==> config.mk <==
export PLATFORM = sky130hd
export DESIGN_NAME = serialsubtractor_fsm
export DESIGN_NICKNAME = d
export VERILOG_FILES = /design/src/rtl/serialsubtractor_fsm.sv
export SDC_FILE = /design/constraint.sdc
export NUM_CORES = 1
export LEC_CHECK = 0
export BUFFER_PORTS_ARGS = -buffer_cell sky130_fd_sc_hd__buf_2
export CAP_MARGIN = 10
export CORE_ASPECT_RATIO = 1.4
export CORE_UTILIZATION = 40
export DETAILED_ROUTE_END_ITERATION = 16
export SETUP_SLACK_MARGIN = 0.5
export SYNTH_ARGS = -nofsm -noshare
export SYNTH_HDL_FRONTEND = slang
export SYNTH_SLANG_ARGS = --single-unit
==> constraint.sdc <==
create_clock -name clk -period 1.8 [get_ports clk]
set_input_delay 0.36 -clock clk [delete_from_list [all_inputs] [get_ports clk]]
set_output_delay 0.36 -clock clk [all_outputs]
set_load 0.02 [all_outputs]
==> src/rtl/serialsubtractor_fsm.sv <==
// serialsubtractor_fsm
// Bit-serial unsigned subtractor. The result is computed LSB first, one difference bit per
// SHIFT cycle.
//   clk   : rising-edge clock for all state
//   rst_n : synchronous active-low reset
//   start : request a subtraction; only sampled while ready=1
//   a, b  : minuend / subtrahend, captured on the accepted start edge
//   ready : high in IDLE
//   busy  : high in SHIFT
//   done  : one-cycle pulse; diff and bout are valid
//   diff  : (a - b) mod 2^WIDTH; holds until the next accepted start
//   bout  : final borrow, 1 iff a < b
module serialsubtractor_fsm #(
   parameter int unsigned WIDTH = 8
) (
   input  logic             clk,
   input  logic             rst_n,
   input  logic             start,
   input  logic [WIDTH-1:0] a,
   input  logic [WIDTH-1:0] b,
   output logic             ready,
   output logic             busy,
   output logic             done,
   output logic [WIDTH-1:0] diff,
   output logic             bout
);

   localparam int unsigned CntW = $clog2(WIDTH) + 1;
   localparam logic [CntW-1:0] LastBit = CntW'(WIDTH - 1);

   typedef enum logic [1:0] {
      StIdle  = 2'd0,
      StShift = 2'd1,
      StDone  = 2'd2
   } state_e;

   state_e           state_q, state_d;
   logic [WIDTH-1:0] a_q, a_d;
   logic [WIDTH-1:0] b_q, b_d;
   logic [WIDTH-1:0] diff_q, diff_d;
   logic             bout_q, bout_d;
   logic             br_q, br_d;
   logic [CntW-1:0]  cnt_q, cnt_d;

   logic             d_bit;
   logic             br_next;

   always_ff @(posedge clk) begin
      if (!rst_n) begin
         state_q <= StIdle;
         a_q     <= '0;
         b_q     <= '0;
         diff_q  <= '0;
         bout_q  <= 1'b0;
         br_q    <= 1'b0;
         cnt_q   <= '0;
      end else begin
         state_q <= state_d;
         a_q     <= a_d;
         b_q     <= b_d;
         diff_q  <= diff_d;
         bout_q  <= bout_d;
         br_q    <= br_d;
         cnt_q   <= cnt_d;
      end
   end

   always_comb begin
      d_bit   = a_q[0] ^ b_q[0] ^ br_q;
      br_next = (~a_q[0] & b_q[0]) | (~(a_q[0] ^ b_q[0]) & br_q);

      state_d = state_q;
      a_d     = a_q;
      b_d     = b_q;
      diff_d  = diff_q;
      bout_d  = bout_q;
      br_d    = br_q;
      cnt_d   = cnt_q;

      case (state_q)
         StIdle: begin
            if (start) begin
               state_d = StShift;
               a_d     = a;
               b_d     = b;
               br_d    = 1'b0;
               cnt_d   = '0;
               diff_d  = '0;
               bout_d  = 1'b0;
            end
         end
         StShift: begin
            // New bit enters at the MSB; after WIDTH shifts bit 0 has reached the LSB.
            diff_d = {d_bit, diff_q[WIDTH-1:1]};
            a_d    = a_q >> 1;
            b_d    = b_q >> 1;
            br_d   = br_next;
            cnt_d  = cnt_q + 1'b1;
            if (cnt_q == LastBit) begin
               state_d = StDone;
               bout_d  = br_next;
            end
         end
         StDone: begin
            state_d = StIdle;
         end
         default: begin
            state_d = StIdle;
         end
      endcase
   end

   assign ready = (state_q == StIdle);
   assign busy  = (state_q == StShift);
   assign done  = (state_q == StDone);
   assign diff  = diff_q;
   assign bout  = bout_q;

endmodule

* Word-level counts from Yosys, hierarchy flattened *
Index checks and enable logic that the tools add are counted.

storage, ports and cells
  bits in registers = 32
  bits of input ports = 19
  output and inout port bits = 12
  word-level logic and storage cells = 40

operators by class
  add/sub/neg operators = 1
  eq/ne operators = 5
  multiplexer cells = 15
  bitwise operators = 7
  reduce and logical (&&, ||, !) cells = 5

operators by type and width
  operator               count
  $pmux W8 S2            3
  $mux W8                3
  $pmux W4 S2            1
  $add A4 B1 Y4 const B  1
  $eq A4 B3 Y1 const B   1
  $mux W2                2
  $mux W4                1
  $pmux W1 S2            2
  $pmux W2 S2            1
  $reduce_and A2 Y1      2
  $reduce_and A3 Y1      1
  $and A1 B1 Y1          2
  $eq A2 B1 Y1 const B   1
  $eq A2 B2 Y1 const B   1
  $logic_not A2 Y1       1
  $mux W1                2
  $ne A2 B1 Y1 const B   1
  $ne A2 B2 Y1 const B   1
  $not A1 Y1             2
  $reduce_bool A2 Y1     1
  $xor A1 B1 Y1          2
  $or A1 B1 Y1           1

* Logic depth before layout (Yosys ltp) *
  depth after elaboration = 6
  mapped depth = 7
  depth with buffers taken out = 4

* Least setup slack after synthesis *
No wires, ideal clock.

  path kind = reg2out
  from = register state_q[1]
  to = output port done
  data arrival time = 1.038 ns
  required time = 1.440 ns
  setup slack = 0.402 ns
  cell stages (with the launch flop) = 5
  buffers on the path = 2
  path through = dfxtp_1 buf_4 inv_1 clkbuf_1 nor2_1

on the way
  cells in the longest elaborated chain, start to end = 1

ends and longest elaborated chain
  item                      line  source
  start: declaration        37    state_e state_q, state_d;
  start signal: assignment  50    state_q <= StIdle;
  start signal: assignment  58    state_q <= state_d;
  $eq A2 B2 Y1              115   assign done = (state_q == StDone);
  end: declaration          23    output logic done,

No other way between the ends.

* Final worst setup path *
Same ends and word-level chain as after synthesis.

==> results.yml <==
outcome:
  run_status: "complete, no violations"
pwr:
  power_frac_seq_pct: 49.8
  p_per_area_nw_per_um2: 843
  power_frac_clock_pct: 35.6
  ir_drop_mv: 0.540
  p_sw_uw: 390
  swShare_pct: 25.1
  p_int_uw: 1160
  pwr-share-comb_pct: 14.6
  p_leak_uw: 0.000755
setup_path:
  r2r-start: "state_q[0]"
  crit_type: "flop to output port"
  r2r_cells: 5
  r2r_end: "b_q[4]"
  crit_fanout: 5
  slowest_stage: "dfxtp_4"
  critPathCapture: "done"
  cp_num_cells: 3
  max_stage_delay_ns: 0.39
  cp-end-kind: "output port"
  start_kind: "flop"
  startpoint: "state_q[1]"
  arrival_ns: 1.02
  crit_family: "flip-flops"
  cp.required_ns: 1.44
  cp.buffers_inverters: 2
  path_cells: "clkinvlp_4, nor2_4, buf_6"
  r2r_setup_slack_ns: 0.50
timing:
  fin_worst_skew_ns: 0.00760
  slew_headroom_pct: 77.6
  final.min_clock_period_ns: 1.38
  setup_viol: 0
  final_hold_viol_count: 0
  period_share_pct: 76.5
  fin_ws_ns: 0.424
  timing.setup.tns_ns: 0
  clock.fmax_mhz: 727
  rsz0062_at_grt: "true"
  slew_viol_final: 0
  worst_slew_pin_slew_ns: 0.337
logic_synthesis:
  synth_warnings: 0
  syn-num-nets: 181
  synth_area_um2: 1420
  yosysSeqAreaShare_pct: 45.2
  yosys-top-cells-area: "dfxtp_1, nor2_1, a21oi_1"
  avgSynthCellArea_um2: 8.86
  yosys.area.top_type: "dfxtp_1"
  ys_ff_latch: 32
  synth.top_cell.area_share_pct: 45.2
  synth_cells: 160
  synthDistinctLibCells: 37
global_routing:
  overflow: 0
  grt_max_degree: 21
  grt_pass1_vias: 1203
  track_usage_pct: 19.8
  antenna_found_initial: 0
  grt_pass1_wl_um: 5540
drt:
  routedWlPerCell_um: 14.9
  ant_nets: 0
  dr.first_iter.drc_count: 19
  drtPass1Iterations: 4
  num_vias: 1336
  drc: 0
  routed_wl_um: 3570
  vias_per_cell: 5.57
final_layout:
  final_cell_mix: "dfxtp_1, buf_2, nor2_1"
  multi_input_area_um2: 708
  fillers: 346
  num_antenna_cells: 0
  area_growth_syn_to_layout_pct: 29.7
  layout_commonest_cell: "dfxtp_1"
  seq_area_um2: 648
  finish.net_count: 220
  drive_above_1_share_pct: 33.5
placement:
  port-buffer-count: 30
  dp_slack_ns: 0.330
  dp.final_hpwl_um: 2380
  gp_congestion: 0.751
floorplanning:
  die_h_um: 72.4
  fp-row-count: 25
  pin_count: 31
  die_w_um: 52.3
  core_area_um2: 3380
  die-area_um2: 3790
  start_util_pct: 42.0
clocking:
  cts_root_buffer: "clkbuf_8"
  cts_buffers: 5
  clockBufferDepth: 2
  clock-sinks: 32
  cts_tree: "done"
  worstSkewPairLatency_ns: 0.28
  htree_levels: 2
  ctsHoldBuffers: 0
  clkSlewWorstSetupHoldPaths_ns: 0.07
job:
  drv_cap: 0
worst_hold_path:
  min_path_type: "input pin to flop"
  hold-path-cell-count: 3
## worst min path at each step
stage | endpoint | slack, ns | from
floorplan | b_q[4] | 0.44 | b_q[5]
global placement | b_q[4] | 0.48 | b_q[5]
detailed placement | b_q[4] | 0.48 | b_q[5]
CTS | b_q[3] | 0.32 | b[3]
global route | b_q[3] | 0.35 | b[3]
finish | b_q[3] | 0.33 | b[3]
## state kept, by name, indices dropped and copies added (netlist names)
signal   cells
state_q      2
diff         8
br_q         1
cnt_q        4
b_q          8
a_q          8
bout         1
## power by group through the flow
stage / combinational [µW] / sequential (µW) / clock, µW
global placement: 182 / 786 / 0
floorplan: 138 / 781 / 0
detailed placement: 186 / 788 / 0
finish: 227 / 772 / 552
CTS: 211 / 772 / 570
global route: 247 / 775 / 598
## stage by stage
step           instance area, µm²  power, µW  utilization (%)  cells  hold slack, ns
5_1_grt                      1840       1620             54.4    240           0.351
2_1_floorplan                1430        919                -    160           0.445
6_report                     1840       1550             54.4    240           0.330
3_5_place_dp                 1580        974             46.8    221           0.477
4_1_cts                      1800       1550             53.3    238           0.323
3_3_place_gp                 1580        969             46.8    221           0.475
## area by class of cell
| cell class | instances | share of cell area, % |
|---|---|---|
| repair buffers | 46 | 16.6 |
| inverters | 6 | 2.04 |
| clock buffers | 8 | 4.90 |
| flip-flops and latches | 32 | 35.2 |
| multi-input cells | 108 | 38.5 |
| well taps | 40 | 2.72 |
## cell families (layout without fill, tap and decap cells)
kind of cell	count (synthesis)	count (layout)	synth area share, %
DFF	32	32	45.2
adders and majority gates	2	2	2.29
and+or+nand+nor	45	45	16.0
AOI/OAI and AO/OA	61	61	29.2
buffers and inverters	20	60	7.32
## cell usage after synthesis
| library cell | instances |
|---|---|
| nor3b_1 | 1 |
| or3b_2 | 3 |
| a22oi_1 | 9 |
| a32o_1 | 2 |
| a2bb2oi_1 | 1 |
| buf_2 | 5 |
| and3_1 | 1 |
| nand4_1 | 1 |
| or3_1 | 1 |
| a31oi_1 | 2 |
| nand2b_4 | 1 |
| o22ai_1 | 1 |
| o2bb2ai_1 | 8 |
| inv_2 | 1 |
| o221ai_1 | 3 |
| a211oi_1 | 1 |
| o21bai_2 | 1 |
| a22o_1 | 2 |
| o21ba_2 | 1 |
| clkbuf_1 | 4 |
| nand3_1 | 3 |
| nor2b_1 | 2 |
| dfxtp_1 | 32 |
| o21ai_0 | 14 |
| buf_1 | 1 |
| nand2b_1 | 1 |
| o211ai_1 | 1 |
| nand2_1 | 6 |
| fa_1 | 1 |
| a221oi_1 | 1 |
| nand4b_1 | 2 |
| a21oi_1 | 14 |
| nor2_1 | 23 |
| buf_6 | 2 |
| inv_1 | 5 |
| buf_4 | 2 |
| ha_1 | 1 |
## tightest hold or removal path, delay by kind of cell
family                 cells  cell delay [ns]
buffers and inverters      1             0.10
and+or+nand+nor            1             0.05
AOI/OAI and AO/OA          1             0.05
## routing by layer
metal  vias to the layer above  share of wire [%]  wire (µm)  track usage, %
li1                        655                  -          -               -
met4                         0                1.8         65            7.89
met5                         -                  0          0               0
met1                       638                 43       1520            23.5
met2                        35                 51       1810            32.9
met3                         8                4.8        171            5.66
## repair_timing
| item | in CTS | in global routing |
|---|---|---|
| setup endpoints to repair | 13 | 21 |
| resized for setup | 20 | 9 |
| pin swaps | 1 | 6 |
| setup buffers | 9 | 1 |
| gates cloned | 0 | 1 |
No activity file was read; power rests on OpenSTA's default activity.
